### src/rtl/car_alarm_input_conditioner_pkg.sv
// Shared constants for the car alarm input conditioner: channel count, channel indices
// and glitch counter width. The optional counter is enabled with CAS_GLITCH_COUNT_EN.
package car_alarm_pkg;

  localparam int NUM_SW    = 5;
  localparam int SW_BRAKE  = 0;
  localparam int SW_HIDDEN = 1;
  localparam int SW_IGN    = 2;
  localparam int SW_DDOOR  = 3;
  localparam int SW_PDOOR  = 4;

  localparam int GLITCH_W  = 8;

  typedef logic [NUM_SW-1:0] sw_vec_t;

endpackage

### src/rtl/car_alarm_input_conditioner_debounce_channel.sv
// One switch channel: synchroniser chain, debounce counter and clean level register.
// Reports a one-cycle update strobe when clean changes and an abort strobe on a cancelled debounce.
module cas_debounce_channel #(
  parameter int SYNC_STAGES     = 2,
  parameter int DEBOUNCE_CYCLES = 4
) (
  input  logic clk,
  input  logic rst_n,
  input  logic raw_i,
  output logic clean_o,
  output logic update_o,
  output logic abort_o
);

  localparam int                CNT_W    = $clog2(DEBOUNCE_CYCLES + 1);
  localparam logic [CNT_W-1:0] CNT_LAST = CNT_W'(DEBOUNCE_CYCLES - 1);

  logic [SYNC_STAGES-1:0] sync_q, sync_d;
  logic [CNT_W-1:0]       cnt_q, cnt_d;
  logic                   clean_q, clean_d;
  logic                   sync;

  assign sync    = sync_q[SYNC_STAGES-1];
  assign clean_o = clean_q;

  always_comb begin
    sync_d   = {sync_q[SYNC_STAGES-2:0], raw_i};
    cnt_d    = cnt_q;
    clean_d  = clean_q;
    update_o = 1'b0;
    abort_o  = 1'b0;
    if (sync == clean_q) begin
      // Synced level fell back to clean before the count completed: debounce aborted.
      cnt_d   = '0;
      abort_o = (cnt_q != '0);
    end else if (cnt_q == CNT_LAST) begin
      clean_d  = sync;
      cnt_d    = '0;
      update_o = 1'b1;
    end else begin
      cnt_d = cnt_q + 1'b1;
    end
  end

  always_ff @(posedge clk or negedge rst_n) begin
    if (!rst_n) begin
      sync_q  <= '0;
      cnt_q   <= '0;
      clean_q <= 1'b0;
    end else begin
      sync_q  <= sync_d;
      cnt_q   <= cnt_d;
      clean_q <= clean_d;
    end
  end

endmodule

### src/rtl/car_alarm_input_conditioner.sv
// Front end of the car alarm: debounces five raw switch inputs and derives door/ignition event pulses.
// Define CAS_GLITCH_COUNT_EN to add the saturating Glitch_count output of aborted debounces.
module car_alarm_input_conditioner
  import car_alarm_pkg::*;
#(
  parameter int SYNC_STAGES     = 2,
  parameter int DEBOUNCE_CYCLES = 4
) (
  input  logic Clk,
  input  logic System_reset_n,
  input  logic Brake_depressed_raw,
  input  logic Hidden_switch_raw,
  input  logic Ignition_switch_raw,
  input  logic Driver_door_raw,
  input  logic Passenger_door_raw,
  output logic Brake_depressed_switch,
  output logic Hidden_switch,
  output logic Ignition_switch,
  output logic Driver_door,
  output logic Passenger_door,
  output logic Any_door_open,
  output logic Door_open_pulse,
  output logic Ignition_on_pulse,
  output logic Ignition_off_pulse
`ifdef CAS_GLITCH_COUNT_EN
  ,
  output logic [GLITCH_W-1:0] Glitch_count
`endif
);

  sw_vec_t raw_vec;
  sw_vec_t clean;
  sw_vec_t update;
  sw_vec_t abort;

  assign raw_vec[SW_BRAKE]  = Brake_depressed_raw;
  assign raw_vec[SW_HIDDEN] = Hidden_switch_raw;
  assign raw_vec[SW_IGN]    = Ignition_switch_raw;
  assign raw_vec[SW_DDOOR]  = Driver_door_raw;
  assign raw_vec[SW_PDOOR]  = Passenger_door_raw;

  for (genvar g = 0; g < NUM_SW; g++) begin : g_chan
    cas_debounce_channel #(
      .SYNC_STAGES     (SYNC_STAGES),
      .DEBOUNCE_CYCLES (DEBOUNCE_CYCLES)
    ) u_chan (
      .clk      (Clk),
      .rst_n    (System_reset_n),
      .raw_i    (raw_vec[g]),
      .clean_o  (clean[g]),
      .update_o (update[g]),
      .abort_o  (abort[g])
    );
  end

  assign Brake_depressed_switch = clean[SW_BRAKE];
  assign Hidden_switch          = clean[SW_HIDDEN];
  assign Ignition_switch        = clean[SW_IGN];
  assign Driver_door            = clean[SW_DDOOR];
  assign Passenger_door         = clean[SW_PDOOR];
  assign Any_door_open          = clean[SW_DDOOR] | clean[SW_PDOOR];

  logic door_pulse_q, door_pulse_d;
  logic ign_on_q, ign_on_d;
  logic ign_off_q, ign_off_d;

  // An update strobe with clean currently low is a rising edge; pulses register on the
  // same edge that moves clean, so they appear in the first cycle of the new level.
  always_comb begin
    door_pulse_d = (update[SW_DDOOR] & ~clean[SW_DDOOR]) |
                   (update[SW_PDOOR] & ~clean[SW_PDOOR]);
    ign_on_d     = update[SW_IGN] & ~clean[SW_IGN];
    ign_off_d    = update[SW_IGN] &  clean[SW_IGN];
  end

  always_ff @(posedge Clk or negedge System_reset_n) begin
    if (!System_reset_n) begin
      door_pulse_q <= 1'b0;
      ign_on_q     <= 1'b0;
      ign_off_q    <= 1'b0;
    end else begin
      door_pulse_q <= door_pulse_d;
      ign_on_q     <= ign_on_d;
      ign_off_q    <= ign_off_d;
    end
  end

  assign Door_open_pulse    = door_pulse_q;
  assign Ignition_on_pulse  = ign_on_q;
  assign Ignition_off_pulse = ign_off_q;

`ifdef CAS_GLITCH_COUNT_EN
  localparam int ABORT_W = $clog2(NUM_SW + 1);

  logic [GLITCH_W-1:0] glitch_q, glitch_d;
  logic [GLITCH_W:0]   glitch_sum;
  logic [ABORT_W-1:0]  abort_cnt;

  // Several channels aborting on one edge each add one; the extra top bit flags overflow.
  always_comb begin
    abort_cnt = '0;
    for (int i = 0; i < NUM_SW; i++) begin
      abort_cnt = abort_cnt + {{(ABORT_W-1){1'b0}}, abort[i]};
    end
    glitch_sum = {1'b0, glitch_q} + {{(GLITCH_W+1-ABORT_W){1'b0}}, abort_cnt};
    glitch_d   = glitch_sum[GLITCH_W] ? {GLITCH_W{1'b1}} : glitch_sum[GLITCH_W-1:0];
  end

  always_ff @(posedge Clk or negedge System_reset_n) begin
    if (!System_reset_n) begin
      glitch_q <= '0;
    end else begin
      glitch_q <= glitch_d;
    end
  end

  assign Glitch_count = glitch_q;
`else
  logic unused_abort;
  assign unused_abort = ^abort;
`endif

endmodule
### config.mk
export PLATFORM = sky130hd
export DESIGN_NAME = car_alarm_input_conditioner
export DESIGN_NICKNAME = d
export VERILOG_FILES = /design/src/rtl/car_alarm_input_conditioner_pkg.sv /design/src/rtl/car_alarm_input_conditioner_debounce_channel.sv /design/src/rtl/car_alarm_input_conditioner.sv
export SDC_FILE = /design/constraint.sdc
export NUM_CORES = 1
export LEC_CHECK = 0
export ABC_AREA = 1
export CAP_MARGIN = 5
export CORE_MARGIN = 5
export CORE_UTILIZATION = 45
export CTS_CLUSTER_DIAMETER = 30
export DETAILED_ROUTE_END_ITERATION = 10
export GPL_ROUTABILITY_DRIVEN = 0
export MAX_ROUTING_LAYER = met4
export PLACE_DENSITY = 0.67
export SLEW_MARGIN = 20
export SYNTH_ARGS = -nofsm -noshare
export SYNTH_HDL_FRONTEND = slang
export SYNTH_SLANG_ARGS = --single-unit
### constraint.sdc
create_clock -name Clk -period 2.16 [get_ports Clk]
set_clock_uncertainty 0.2 [all_clocks]
set_input_delay 0.216 -clock Clk [delete_from_list [all_inputs] [get_ports Clk]]
set_output_delay 0.216 -clock Clk [all_outputs]
set_load 0.05 [all_outputs]
==> results.yml <==
route:
  firstDrtPassIters: 4
  ant_nets: 0
  drcViolationCount: 0
  wirelength_um: 1670
  vias: 760
  avgViaCountPerCell: 4.55
  drt_iter0_markers: 9
  wl_per_cell_um: 9.99
die:
  coreArea_um2: 2540
  start_util_pct: 47.9
  ios: 16
  row_count: 18
  dieWidth_um: 62.1
  die_area_um2: 3850
  die_height_um: 62.1
yosys:
  yosysSeqAreaShare_pct: 67.7
  synth_nets: 125
  synth.top_cells.by_area: "dfrtp_1 (68%), nand2_1 (8.0%), nor2_1 (5.2%)"
  synth_top_area_share_pct: 67.7
  yosys_warnings: 0
  ys_ff_latch: 33
  synth_area_leader_cell: "dfrtp_1"
  syn-instance-count: 113
  avgSynthCellArea_um2: 10.8
  syn_area_um2: 1220
  synth_cell_type_count: 13
worst_setup_path:
  worst_path_dominant_cell_family: "buffers and inverters"
  max_stage_delay_ns: 0.83
  rr_startpoint: "g_chan[4].u_chan.cnt_q[0]"
  critPathRequiredTime_ns: 1.74
  r2r_slack_ns: 0.95
  crit_chain: "clkdlybuf4s50_1"
  r2r-end: "g_chan[4].u_chan.cnt_q[2]"
  cp-end-kind: "output pin"
  start_kind: "flop"
  crit_slowest_cell: "clkdlybuf4s50_1"
  criticalPathCategory: "reg -> out"
  reg2reg_depth: 3
  cp_max_fo: 5
  arrival_ns: 1.60
  crit_buf_inv: 1
outcome:
  status: "completed"
sta:
  drv_slew: 0
  max_freq_mhz: 495
  fin_crit_ns: 2.02
  tns_ns: 0
  rsz0062_at_grt: "false"
  setup_viol: 0
  relSlewSlack_pct: 66.8
  finalHoldViolCount: 0
  tightest_slew_ns: 0.497
  setup_slack_ns: 0.140
  fin_crit_sh_pct: 93.5
place:
  port-buffer-count: 15
  place_area_um2: 1420
  preCtsSetupSlack_ns: 0.316
  place_hpwl_um: 1200
  dpl.cell_count: 159
global_route:
  grt_max_degree: 34
  track_usage_pct: 12.3
  grt_pass1_vias: 747
  grt_pass1_wl_um: 3150
  antenna_found_initial: 0
  grt_remaining_overflow: 0
power_and_ir_drop:
  p_leak_nw: 0.739
  power.density_nw_per_um2: 1230
  vdd_ir_drop_max_uv: 734
clock_tree:
  post_cts_resize_count: 1
  root_buffer: "clkbuf_4"
  cts_hold_buf: 0
  clkSlewWorstSetupHoldPaths_ns: 0.09
  clock_latency_ns: 0.33
  clockBufferDepth: 2
  h-tree-depth: 2
  clock-sinks: 33
  cts_tree: "built"
  cts_made_buffers: 5
  cts_setup_buffers: 0
cells_and_area:
  layout.area.seq_um2: 826
  final_area_um2: 1470
  final_common_cell: "dfrtp_1"
  diodes: 0
  final_cell_mix: "dfrtp_1 (33), nand2_1 (26), nor2_1 (17)"
  multiInputGateArea_um2: 342
  final_cell_count_no_fill: 167
  drive_gt1_share_pct: 7.30
  final_nets: 148
  area.growth.synth_to_final_pct: 20.4
  n_fill_cell: 226
hold_path:
  hold_path_class: "in -> async"
job:
  drv_cap: 0
-- cell families after synthesis --
group	after synthesis	share of synthesized area [%]
xor gates and xnor gates	5	3.59
AOI/OAI and AO/OA	2	0.821
and+or+nand+nor	54	18.5
DFF	33	67.7
adders and majority gates	5	5.13
buffers and inverters	14	4.31
-- layout make-up --
| class | instances | share of cell area, % |
|---|---|---|
| Clock buffer | 5 | 2.56 |
| Clock inverter | 3 | 1.19 |
| Inverter | 14 | 3.58 |
| Multi-Input combinational cell | 66 | 23.3 |
| Sequential cell | 33 | 56.2 |
| Tap cell | 30 | 2.56 |
| Timing Repair Buffer | 16 | 10.6 |
-- synthesized netlist by cell type --
cell      n
ha_1      5
xnor2_1   5
nor2_1   17
nand3_1   3
or2_1     3
nor3_1    1
nand4_1   1
o21ai_0   2
inv_1    14
or2_0     2
nand2_1  26
dfrtp_1  33
or2_2     1
-- metal layers --
| layer | GRT usage [%] | routed length (um) | up-vias |
|---|---|---|---|
| met3 | 6.82 | 122 | 6 |
| met2 | 17.5 | 766 | 17 |
| met5 | - | 0 | - |
| li1 | - | - | 386 |
| met1 | 14.1 | 739 | 351 |
| met4 | 5.45 | 39 | 0 |
-- per-stage QoR --
step	total power, mW	hold WS (ns)	utilization (%)
floorplan	1.31	-0.280	-
global placement	1.50	0.134	55.6
detailed placement	1.52	0.136	55.6
CTS	1.84	0.0764	57.7
global route	1.96	0.0820	57.7
finish	1.80	0.0648	57.7
-- how the worst max path moves through the flow --
stage | end | cells past startpoint | slack [ns] | start
after global routing | Ignition_switch | 1 | 0.06 | g_chan[2].u_chan.clean_o
after floorplan | Any_door_open | 1 | 0.67 | g_chan[4].u_chan.clean_o
after global placement | Any_door_open | 2 | 0.34 | g_chan[4].u_chan.clean_o
after CTS | Passenger_door | 1 | 0.11 | g_chan[4].u_chan.clean_o
after detailed placement | Any_door_open | 2 | 0.32 | g_chan[4].u_chan.clean_o
final | Passenger_door | 1 | 0.14 | g_chan[4].u_chan.clean_o
-- report_power, final --
group / switching (mW) / internal, mW / leakage (nW)
Clock: 0.197 / 0.122 / 0.0310
Combinational: 0.410 / 0.240 / 0.288
Sequential: 0.0881 / 0.747 / 0.420
Total: 0.695 / 1.11 / 0.739
-- flip-flops by register name (all words and copies together) (netlist names) --
name / flops
Door_open_pulse: 1
Ignition_off_pulse: 1
Ignition_on_pulse: 1
g_chan.u_chan.clean_o: 5
g_chan.u_chan.cnt_q: 15
g_chan.u_chan.sync_q: 10
(Power assumes the default switching activity.)
